--- config.mk ---
export PLATFORM = sky130hd
export DESIGN_NAME = bullet_scheduler_flat
export DESIGN_NICKNAME = d
export VERILOG_FILES = /design/src/rtl/bullet_scheduler_if.sv /design/src/rtl/bullet_scheduler.sv /design/src/flat_wrapper.sv
export SDC_FILE = /design/constraint.sdc
export NUM_CORES = 1
export LEC_CHECK = 0
export BUFFER_PORTS_ARGS = -buffer_cell sky130_fd_sc_hd__buf_2
export CORE_UTILIZATION = 35
export CTS_CLUSTER_DIAMETER = 120
export CTS_CLUSTER_SIZE = 16
export DETAILED_ROUTE_END_ITERATION = 12
export PLACE_DENSITY = 0.52
export SETUP_SLACK_MARGIN = 0.4
export SLEW_MARGIN = 20
export SYNTH_ARGS = -nofsm -noshare
export SYNTH_HDL_FRONTEND = slang
export SYNTH_HIERARCHICAL = 1
export SYNTH_SLANG_ARGS = --single-unit
--- constraint.sdc ---
create_clock -name clk -period 5.97 [get_ports clk]
set_clock_uncertainty 0.2 [all_clocks]
set_input_delay 1.194 -clock clk [delete_from_list [all_inputs] [get_ports clk]]
set_output_delay 1.194 -clock clk [all_outputs]
set_load 0.005 [all_outputs]
--- src/rtl/bullet_scheduler_if.sv ---
// Spawn request and bullet-table write bus between a producer/consumer (master)
// and the bullet scheduler (slave).
interface bullet_scheduler_if;
  logic        spawn_valid;
  logic        spawn_ready;
  logic [7:0]  spawn_x;
  logic [7:0]  spawn_y;
  logic [3:0]  spawn_dx;
  logic [3:0]  spawn_dy;
  logic [7:0]  spawn_w;
  logic [7:0]  spawn_h;
  logic [2:0]  spawn_color;

  logic        wr_en;
  logic [2:0]  wr_index;
  logic [15:0] wr_position;
  logic [15:0] wr_size;
  logic [2:0]  wr_color;
  logic        wr_render;

  modport master (
    output spawn_valid, spawn_x, spawn_y, spawn_dx, spawn_dy, spawn_w, spawn_h, spawn_color,
    input  spawn_ready, wr_en, wr_index, wr_position, wr_size, wr_color, wr_render
  );

  modport slave (
    input  spawn_valid, spawn_x, spawn_y, spawn_dx, spawn_dy, spawn_w, spawn_h, spawn_color,
    output spawn_ready, wr_en, wr_index, wr_position, wr_size, wr_color, wr_render
  );
endinterface

--- src/rtl/bullet_scheduler.sv ---
// Eight-slot bullet scheduler: clears the bullet table, accepts spawns into the
// lowest free slot and sweeps every live slot once per frame tick.
module bullet_slot_move (
  input  logic [7:0]  x,
  input  logic [7:0]  y,
  input  logic [3:0]  dx,
  input  logic [3:0]  dy,
  output logic [15:0] pos,
  output logic        exits
);
  logic [8:0] nx, ny;

  // 9-bit sum: bit 8 flags leaving the 0..255 field on either side
  assign nx    = {1'b0, x} + {{5{dx[3]}}, dx};
  assign ny    = {1'b0, y} + {{5{dy[3]}}, dy};
  assign exits = nx[8] | ny[8];
  assign pos   = {nx[7:0], ny[7:0]};
endmodule

module bullet_scheduler (
  input  logic                      clk,
  input  logic                      reset,
  input  logic                      frame_tick,
  bullet_scheduler_if.slave         bus,
  output logic                      busy,
  output logic [3:0]                active_count,
  output logic                      update_done,
  output logic                      tick_overrun
);
  localparam int NUM_SLOTS = 8;

  typedef enum logic [1:0] {CLEAR, IDLE, UPDATE} state_t;

  typedef struct packed {
    logic       active;
    logic [7:0] x;
    logic [7:0] y;
    logic [3:0] dx;
    logic [3:0] dy;
    logic [7:0] w;
    logic [7:0] h;
    logic [2:0] color;
  } slot_t;

  typedef struct packed {
    logic        en;
    logic [2:0]  index;
    logic [15:0] position;
    logic [15:0] size;
    logic [2:0]  color;
    logic        render;
  } wr_t;

  state_t                          state, state_nxt;
  logic [2:0]                      cnt, cnt_nxt;
  logic                            pending, pend_nxt;
  logic                            ovr_nxt;
  logic                            done_nxt;
  slot_t [NUM_SLOTS-1:0]           slots, slots_nxt;
  wr_t                             wr_q, wr_nxt;
  logic [3:0]                      count_nxt;
  logic [NUM_SLOTS-1:0][15:0]      mv_pos;
  logic [NUM_SLOTS-1:0]            mv_exit;
  logic [2:0]                      free_idx;
  logic                            any_free;
  logic                            spawn_ok;
  slot_t                           cur;

  for (genvar g = 0; g < NUM_SLOTS; g++) begin : g_move
    bullet_slot_move u_move (
      .x     (slots[g].x),
      .y     (slots[g].y),
      .dx    (slots[g].dx),
      .dy    (slots[g].dy),
      .pos   (mv_pos[g]),
      .exits (mv_exit[g])
    );
  end

  // Lowest-numbered inactive slot wins
  always_comb begin
    free_idx = '0;
    any_free = 1'b0;
    for (int i = NUM_SLOTS - 1; i >= 0; i--) begin
      if (!slots[i].active) begin
        free_idx = 3'(i);
        any_free = 1'b1;
      end
    end
  end

  assign spawn_ok        = (state == IDLE) & ~frame_tick & ~pending & any_free;
  assign bus.spawn_ready = spawn_ok;
  assign busy            = (state != IDLE);
  assign cur             = slots[cnt];

  always_comb begin
    state_nxt = state;
    cnt_nxt   = cnt;
    pend_nxt  = pending;
    ovr_nxt   = tick_overrun;
    done_nxt  = 1'b0;
    slots_nxt = slots;
    wr_nxt    = '0;
    count_nxt = '0;

    // Ticks that land while busy are queued one deep
    if (state != IDLE && frame_tick) begin
      if (pending) ovr_nxt  = 1'b1;
      else         pend_nxt = 1'b1;
    end

    case (state)
      CLEAR: begin
        wr_nxt.en       = 1'b1;
        wr_nxt.index    = cnt;
        slots_nxt[cnt]  = '0;
        cnt_nxt         = cnt + 3'd1;
        if (cnt == 3'd7) state_nxt = IDLE;
      end
      IDLE: begin
        if (frame_tick || pending) begin
          state_nxt = UPDATE;
          cnt_nxt   = '0;
          // a fresh tick alongside a queued one stays queued
          pend_nxt  = frame_tick & pending;
        end else if (bus.spawn_valid && spawn_ok) begin
          slots_nxt[free_idx].active = 1'b1;
          slots_nxt[free_idx].x      = bus.spawn_x;
          slots_nxt[free_idx].y      = bus.spawn_y;
          slots_nxt[free_idx].dx     = bus.spawn_dx;
          slots_nxt[free_idx].dy     = bus.spawn_dy;
          slots_nxt[free_idx].w      = bus.spawn_w;
          slots_nxt[free_idx].h      = bus.spawn_h;
          slots_nxt[free_idx].color  = bus.spawn_color;
          wr_nxt.en       = 1'b1;
          wr_nxt.index    = free_idx;
          wr_nxt.position = {bus.spawn_x, bus.spawn_y};
          wr_nxt.size     = {bus.spawn_w, bus.spawn_h};
          wr_nxt.color    = bus.spawn_color;
          wr_nxt.render   = 1'b1;
        end
      end
      UPDATE: begin
        if (cur.active) begin
          wr_nxt.en    = 1'b1;
          wr_nxt.index = cnt;
          wr_nxt.size  = {cur.w, cur.h};
          wr_nxt.color = cur.color;
          if (mv_exit[cnt]) begin
            slots_nxt[cnt].active = 1'b0;
            wr_nxt.position       = {cur.x, cur.y};
            wr_nxt.render         = 1'b0;
          end else begin
            slots_nxt[cnt].x = mv_pos[cnt][15:8];
            slots_nxt[cnt].y = mv_pos[cnt][7:0];
            wr_nxt.position  = mv_pos[cnt];
            wr_nxt.render    = 1'b1;
          end
        end
        cnt_nxt = cnt + 3'd1;
        if (cnt == 3'd7) begin
          state_nxt = IDLE;
          done_nxt  = 1'b1;
        end
      end
      default: begin
        state_nxt = CLEAR;
        cnt_nxt   = '0;
      end
    endcase

    for (int i = 0; i < NUM_SLOTS; i++)
      count_nxt = count_nxt + {3'b0, slots_nxt[i].active};
  end

  always_ff @(posedge clk) begin
    if (reset) begin
      state        <= CLEAR;
      cnt          <= '0;
      pending      <= 1'b0;
      tick_overrun <= 1'b0;
      update_done  <= 1'b0;
      slots        <= '0;
      wr_q         <= '0;
      active_count <= '0;
    end else begin
      state        <= state_nxt;
      cnt          <= cnt_nxt;
      pending      <= pend_nxt;
      tick_overrun <= ovr_nxt;
      update_done  <= done_nxt;
      slots        <= slots_nxt;
      wr_q         <= wr_nxt;
      active_count <= count_nxt;
    end
  end

  assign bus.wr_en       = wr_q.en;
  assign bus.wr_index    = wr_q.index;
  assign bus.wr_position = wr_q.position;
  assign bus.wr_size     = wr_q.size;
  assign bus.wr_color    = wr_q.color;
  assign bus.wr_render   = wr_q.render;
endmodule

--- src/flat_wrapper.sv ---
// flat-port wrapper written by rule: the top's interface ports become plain ports
module bullet_scheduler_flat 
  (clk, reset, frame_tick, busy, active_count, update_done, tick_overrun, bus_spawn_valid, bus_spawn_x, bus_spawn_y, bus_spawn_dx, bus_spawn_dy, bus_spawn_w, bus_spawn_h, bus_spawn_color, bus_spawn_ready, bus_wr_en, bus_wr_index, bus_wr_position, bus_wr_size, bus_wr_color, bus_wr_render);
  bullet_scheduler_if bus_i ();
  input  logic clk;
  input  logic reset;
  input  logic frame_tick;
  output logic busy;
  output logic [3:0] active_count;
  output logic update_done;
  output logic tick_overrun;
  input wire logic [$bits(bus_i.spawn_valid)-1:0] bus_spawn_valid;
  input wire logic [$bits(bus_i.spawn_x)-1:0] bus_spawn_x;
  input wire logic [$bits(bus_i.spawn_y)-1:0] bus_spawn_y;
  input wire logic [$bits(bus_i.spawn_dx)-1:0] bus_spawn_dx;
  input wire logic [$bits(bus_i.spawn_dy)-1:0] bus_spawn_dy;
  input wire logic [$bits(bus_i.spawn_w)-1:0] bus_spawn_w;
  input wire logic [$bits(bus_i.spawn_h)-1:0] bus_spawn_h;
  input wire logic [$bits(bus_i.spawn_color)-1:0] bus_spawn_color;
  output wire logic [$bits(bus_i.spawn_ready)-1:0] bus_spawn_ready;
  output wire logic [$bits(bus_i.wr_en)-1:0] bus_wr_en;
  output wire logic [$bits(bus_i.wr_index)-1:0] bus_wr_index;
  output wire logic [$bits(bus_i.wr_position)-1:0] bus_wr_position;
  output wire logic [$bits(bus_i.wr_size)-1:0] bus_wr_size;
  output wire logic [$bits(bus_i.wr_color)-1:0] bus_wr_color;
  output wire logic [$bits(bus_i.wr_render)-1:0] bus_wr_render;
  assign bus_i.spawn_valid = bus_spawn_valid;
  assign bus_i.spawn_x = bus_spawn_x;
  assign bus_i.spawn_y = bus_spawn_y;
  assign bus_i.spawn_dx = bus_spawn_dx;
  assign bus_i.spawn_dy = bus_spawn_dy;
  assign bus_i.spawn_w = bus_spawn_w;
  assign bus_i.spawn_h = bus_spawn_h;
  assign bus_i.spawn_color = bus_spawn_color;
  assign bus_spawn_ready = bus_i.spawn_ready;
  assign bus_wr_en = bus_i.wr_en;
  assign bus_wr_index = bus_i.wr_index;
  assign bus_wr_position = bus_i.wr_position;
  assign bus_wr_size = bus_i.wr_size;
  assign bus_wr_color = bus_i.wr_color;
  assign bus_wr_render = bus_i.wr_render;
  bullet_scheduler u_core (.clk(clk), .reset(reset), .frame_tick(frame_tick), .bus(bus_i), .busy(busy), .active_count(active_count), .update_done(update_done), .tick_overrun(tick_overrun));
endmodule
==> results of run 1 <==
==> critical path, delay by kind of cell, from the launching register on <==
family | cells | cell delay [ns]
flops | 1 | 0.43
compound gates | 3 | 0.54
xor+xnor | 1 | 0.16
simple gates | 6 | 1.14
buf+inv | 3 | 0.15
fa+ha+maj | 6 | 2.60
==> cells by family after synthesis <==
family | after synthesis
AOI/OAI and AO/OA | 1106
xor gates and xnor gates | 68
adders and majority gates | 159
buffers and inverters | 340
DFF | 404
muxes | 123
and+or+nand+nor | 621
==> layout make-up <==
cell class | count | area, um^2 | area share
well taps | 950 | 1190 | 0.0425
inverters | 102 | 383 | 0.0137
clock buffers | 33 | 761 | 0.0272
multi-input cells | 2077 | 16200 | 0.579
repair buffers | 201 | 1300 | 0.0465
flip-flops and latches | 404 | 8100 | 0.290
clock inverters | 3 | 32.5 | 0.00116
diodes | 2 | 5.00 | 0.000179
==> flip-flops by register name, indices dropped and copies added, names as in the netlist, 2 cells and up <==
name,flops
u_core/cnt,3
u_core/slots,352
u_core/state,2
u_core/bus.wr_size,16
u_core/bus.wr_position,16
u_core/active_count,4
u_core/bus.wr_index,3
u_core/bus.wr_color,3
==> cell usage in the layout (no fill, tap or decap), types with 50 or more instances in the layout <==
cell,n
nor3_1,50
a22oi_1,89
o21ai_0,98
inv_1,92
nor2_1,119
nand2_1,167
ha_1,139
dfxtp_1,401
a221oi_1,51
a32o_1,128
buf_4,105
a21oi_1,166
a22o_1,126
buf_2,94
mux2i_1,67
==> synth_stat cells (16+ instances only) <==
cell,count
a31oi_1,18
a221o_1,35
mux4_2,18
xnor2_1,29
o311ai_1,18
mux2_2,34
a211oi_1,22
o22ai_1,34
a21boi_1,21
a21oi_1,168
nand2_1,168
buf_1,41
a21o_1,48
a21oi_2,20
nor2b_1,38
o211ai_1,36
nor3b_1,19
a32oi_1,23
nand3_1,49
o2bb2ai_1,49
a32o_1,128
nor3_1,55
a22o_1,126
nand2b_1,26
a221oi_1,51
nor2_1,126
buf_2,69
ha_1,139
o21ai_0,98
o21ai_1,24
inv_1,92
a22oi_1,89
mux2i_1,67
xor2_1,39
nand4_1,19
and2_1,16
fa_1,20
clkbuf_1,113
dfxtp_1,404
==> power by group through the flow <==
stage / Combinational [uW] / Clock [uW] / Sequential, uW
after floorplan: 357 / 0 / 2760
after global placement: 666 / 0 / 2780
after detailed placement: 665 / 0 / 2770
after CTS: 666 / 1990 / 2710
after global routing: 697 / 2080 / 2710
final: 699 / 1970 / 2710
==> final timing paths <==
kind	endpoint	depth (start not counted)	slack (ns)	startpoint
max	u_core/active_count[2]	19	0.62	u_core/slots[26]
min	u_core/slots[220]	1	0.27	u_core/slots[220]
min reg2reg	u_core/slots[220]	1	0.27	u_core/slots[220]
max reg2reg	u_core/active_count[2]	19	0.62	u_core/slots[26]
==> metal layers <==
layer / track usage / up-vias / routed length (um)
met5: 0 / - / 35
li1: - / 11000 / -
met3: 0.0560 / 355 / 10900
met1: 0.418 / 12600 / 49800
met2: 0.509 / 1542 / 54600
met4: 0.172 / 6 / 7740
==> stage by stage <==
| stage | hold slack (ns) | worst slack [ns] | total power, uW | area [um^2] | std cells |
|---|---|---|---|---|---|
| after floorplan | 0.233 | 0.813 | 3120 | 25500 | 2821 |
| after global placement | 0.242 | 0.625 | 3440 | 27100 | 3734 |
| after detailed placement | 0.251 | 0.591 | 3440 | 27200 | 3734 |
| after CTS | 0.269 | 0.712 | 5370 | 27900 | 3770 |
| after global routing | 0.282 | 0.477 | 5490 | 27900 | 3770 |
| final | 0.267 | 0.622 | 5380 | 28000 | 3772 |
==> impl_metrics.toml, run 1 <==
[worst_setup_path]
cp_max_fo = 10
slowest_delay_ns = 0.57
crit_required_ns = 6.27
cp-end-kind = "flop"
crit_type = "flop to flop"
crit_top_cell = "fa_1"
crit_chain = "ha_1, and3_1, a21boi_1, o31ai_1, nand4b_1, nand2_1, nand2_1, nand3_1, o21ai_0, fa_1, inv_1, fa_1, inv_1, fa_1, inv_1, ha_1, fa_1, xnor2_1, nor2_1"
cpMaxStageDelayCell = "fa_1"
worst_setup_path_start_kind = "flop"
critPathArrivalTime_ns = 5.65

[clock_network]
clk_pin_slew_ns = 0.09
cts_hold_buf = 0
clockBufferDepth = 3
cts_inserted_buffers = 29
cts_tree = "built"
clockRootBuffer = "clkbuf_16"
ctsResizeCount = 0
cts.sinks = 404
htreeDepth = 1
postCtsSetupRepairBufs = 0
insertion_delay_ns = 0.65

[cells_and_area]
layout-drive-gt1-share = 0.139
fin_util = 0.389
final_net_count = 3021
area_growth_pct = 9.52
nFillCells = 7286

[power]
sw_frac_of_total = 0.303
p_sw_uw = 1630
power.internal_uw = 3750
power.leakage_uw = 0.0107
power_density_nw_per_um2 = 192
seq_power_share = 0.504
p_clk_frac = 0.366
combPwrFrac = 0.130
peakVddDrop_mv = 0.214

[routing]
route.detailed.drc = 0
wirelength_mm = 123
firstDrtPassIters = 9
drt-initial-drc-count = 3168
via_per_inst = 6.75
num_vias = 25500
ant_nets = 0
routedWlPerCell_um = 32.6

[floorplanning]
row_count = 98
core_region_area_um2 = 71900
die_w_um = 272
initial_utilization = 0.355
fp.dieArea_um2 = 74000
die_y_um = 272
ios = 95

[place]
gp_congestion = 1.00
dp_hpwl_mm = 86.6
port_buffers = 94

[sta]
hold_viol = 0
min_period_ns = 5.35
timing.fmax_ghz = 0.187
relSlewSlack = 0.212
setup_viol = 0
final.period_utilization = 0.896
worst_pin_slew_ns = 1.18
finalSetupTns_ns = 0
rsz0062_at_grt = "false"
drv_slew = 0

[logic_synthesis]
synth_ff_type = "dfxtp_1"
synth_adder_area_share = 0.0838
synth-edff-count = 0
avgSynthCellArea_um2 = 9.05
synth-simple-area-share = 0.128
netlist_area_um2 = 25500
synth_top_family_by_area = "compound AO/OA/AOI/OAI gates"
synth_compound_area_frac = 0.332
yosys_warnings = 6
synth_xor_area_frac = 0.0233
synth_cell_types = 100
ys_seq_area_frac = 0.317
synth_top_cell_by_area = "dfxtp_1"
synth_area_leaders = "dfxtp_1, ha_1, a32o_1, a22o_1, a21oi_1"
syn_inst = 2821
syn_nets = 3027
ys_seq_elements = 404
async_reset_ff_frac = 0
synthMuxAreaShare = 0.0597
synth.top_cell.area_share = 0.317

[global_routing]
grtUsageTotal = 0.322
overflow = 0
grt_max_degree = 81
grt_pass1_wl_mm = 176
grt_pass1_vias = 24300
grt_antenna_before_repair = 6

[worst_hold_path]
holdCritPathClass = "flop to flop"

[outcome]
status = "complete, no violations"

[flow_run]
drv_cap = 0
Power figures use the tool's default switching activity.
==> run 2, diff against run 1 <==
==> constraint.sdc (replaced) <==
create_clock -name clk -period 5.97 [get_ports clk]
set_clock_uncertainty 0.2 [all_clocks]
set_input_delay 0.2985 -clock clk [delete_from_list [all_inputs] [get_ports clk]]
set_output_delay 0.2985 -clock clk [all_outputs]
set_load 0.005 [all_outputs]
==> run 2 against run 1 <==
- sequential share of layout area decreased by 0.34 points
- maximum frequency is 2.6% higher
- cell area rose by 1.2%
- count of clock-buffer cells in the layout is the same
- non-clock buffer count is 34 higher
- cell count rose by 0.90%
- utilization is 0.46 points higher
- via count rose by 0.37%
- flip-flop and latch count stayed put
- critical path type unchanged
- largest power group unchanged
==> impl_metrics.toml, run 2 (same netlist as run 1, synthesis figures left out) <==
[clock_network]
cts_inserted_buffers = 29
clockRootBuffer = "clkbuf_16"
clk_pin_slew_ns = 0.08
cts_tree = "built"
clockBufferDepth = 3
insertion_delay_ns = 0.64
cts.sinks = 404
htreeDepth = 1

[global_routing]
busiest_layer = "met2"
grt_antenna_before_repair = 5
grt.met2_usage = 0.525
grtUsageTotal = 0.326
overflow = 0
grt_max_degree = 74
grt_pass1_vias = 24600
grt_use_met1 = 0.407
grt.met3_usage = 0.0552
grt_pass1_wl_mm = 177

[floorplanning]
initial_utilization = 0.355
die_y_um = 272
ios = 95
fp.dieArea_um2 = 74000
row_count = 98
core_region_area_um2 = 71900
die_w_um = 272

[sta]
fin_ws_ns = 0.757
rsz0062_at_grt = "false"
setup_viol = 0
timing.fmax_ghz = 0.192
relSlewSlack = 0.181
hold_viol = 0
drv_slew = 0
worst_pin_slew_ns = 1.22
final.period_utilization = 0.873
min_period_ns = 5.21
timing.hold.ws_ns = 0.0195
finalSetupTns_ns = 0

[cells_and_area]
regArea_um2 = 8100
multi_input_area_um2 = 16200
largest_reg_flops = 352
final_net_count = 3055
max_flop_register = "u_core/slots"
finalInstanceArea_um2 = 28300
area_growth_pct = 10.8
nFillCells = 7278
layout-drive-gt1-share = 0.137
layout_common_cells = "dfxtp_1, nand2_1, a21oi_1"
final_common_cell = "dfxtp_1"

[worst_setup_path]
crit_chain = "ha_1, and3_1, a21boi_1, o31ai_1, nand4b_1, buf_4, nand2_1, nand2_1, nand3_1, o21ai_0, fa_1, inv_1, fa_1, inv_1, fa_1, inv_1, ha_1, fa_1, xnor2_1, nor2_1"
rr_worst_depth = 20
slowest_delay_ns = 0.57
reg2reg_from = "u_core/slots[26]"
cp_max_fo = 10
critPathArrivalTime_ns = 5.51
crit_type = "flop to flop"
critPathBufInv = 4
crit_top_cell = "fa_1"
worst_setup_path_start_kind = "flop"
r2r_end = "u_core/active_count[2]"
cpMaxStageDelayCell = "fa_1"
cp-end-kind = "flop"
rrSetupSlack_ns = 0.76
path_delay_family = "adder cells"
crit_required_ns = 6.27

[power]
seq_power_share = 0.498
power.leakage_uw = 0.0108
sw_frac_of_total = 0.302
power_density_nw_per_um2 = 192
peakVddDrop_mv = 0.216
power.internal_uw = 3790
p_sw_uw = 1640
p_clk_frac = 0.369
combPwrFrac = 0.132

[routing]
routedWlPerCell_um = 32.6
drt-initial-drc-count = 3038
route.detailed.drc = 0
wirelength_mm = 124
firstDrtPassIters = 7
via_per_inst = 6.72
num_vias = 25600
ant_nets = 0

[flow_run]
drv_cap = 0

[place]
place_ws_ns = 0.667
port_buffers = 94
dpl_cell_area_um2 = 27100
gp_congestion = 0.956
dp_hpwl_mm = 87.3

[worst_hold_path]
hp-start = "reset"
holdCritPathClass = "input port to flop"
min_to = "u_core/cnt[0]"
hold_depth = 3

[outcome]
status = "complete, no violations"
==> run 2: final cells by class <==
class	instances	area share
tap	950	0.0420
antenna	2	0.000177
inverter	102	0.0135
multi-input combinational	2077	0.572
timing repair buffer	235	0.0575
clock inverter	3	0.00203
sequential	404	0.286
clock buffer	33	0.0265
==> run 2: worst max-delay path by stage <==
| stage | to | depth (start not counted) | slack, ns | startpoint |
|---|---|---|---|---|
| CTS | u_core/active_count[2] | 19 | 0.62 | u_core/slots[26] |
| floorplan | u_core/active_count[2] | 19 | 1.33 | u_core/state[1] |
| global placement | u_core/active_count[2] | 19 | 0.61 | u_core/slots[26] |
| detailed placement | u_core/active_count[2] | 19 | 0.67 | u_core/slots[26] |
| global route | u_core/active_count[2] | 20 | 0.50 | u_core/slots[26] |
| finish | u_core/active_count[2] | 20 | 0.76 | u_core/slots[26] |
==> run 2: stage by stage <==
stage,std cells,util,power (uW)
6_report,3806,0.394,5430
5_1_grt,3804,0.394,5560
4_1_cts,3803,0.393,5430
3_5_place_dp,3732,0.377,3440
3_3_place_gp,3731,0.377,3440
2_1_floorplan,2821,-,3120
==> run 2: worst reg2reg max path, delay by kind of cell, from the launching register on <==
family	cells	cell delay (ns)
flip-flops	1	0.43
AO/OA/AOI/OAI	3	0.57
AND/OR/NAND/NOR	6	0.79
buffers and inverters	4	0.32
XOR/XNOR	1	0.17
adder cells (fa/ha/maj)	6	2.59
==> run 2: per-layer routing <==
metal  wire length, um  vias to the layer above
li1                  -                    11000
met1             49100                    12600
met2             55700                     1582
met3             10800                      362
met4              8680                        2
met5                11                        -
==> run 2: what timing repair did <==
action / in CTS / in global routing
hold buffers: 35 / 0
hold endpoints to repair: 220 / 0
gates resized for setup: 0 / 1
buffers inserted: 0 / 1
endpoints found under the setup margin: 0 / 2
==> run 2: power groups by stage <==
stage          Combinational (uW)  Sequential, uW  Clock [uW]
2_1_floorplan                 357            2760           0
3_3_place_gp                  674            2770           0
3_5_place_dp                  672            2770           0
4_1_cts                       691            2710        2030
5_1_grt                       723            2710        2130
6_report                      719            2710        2010
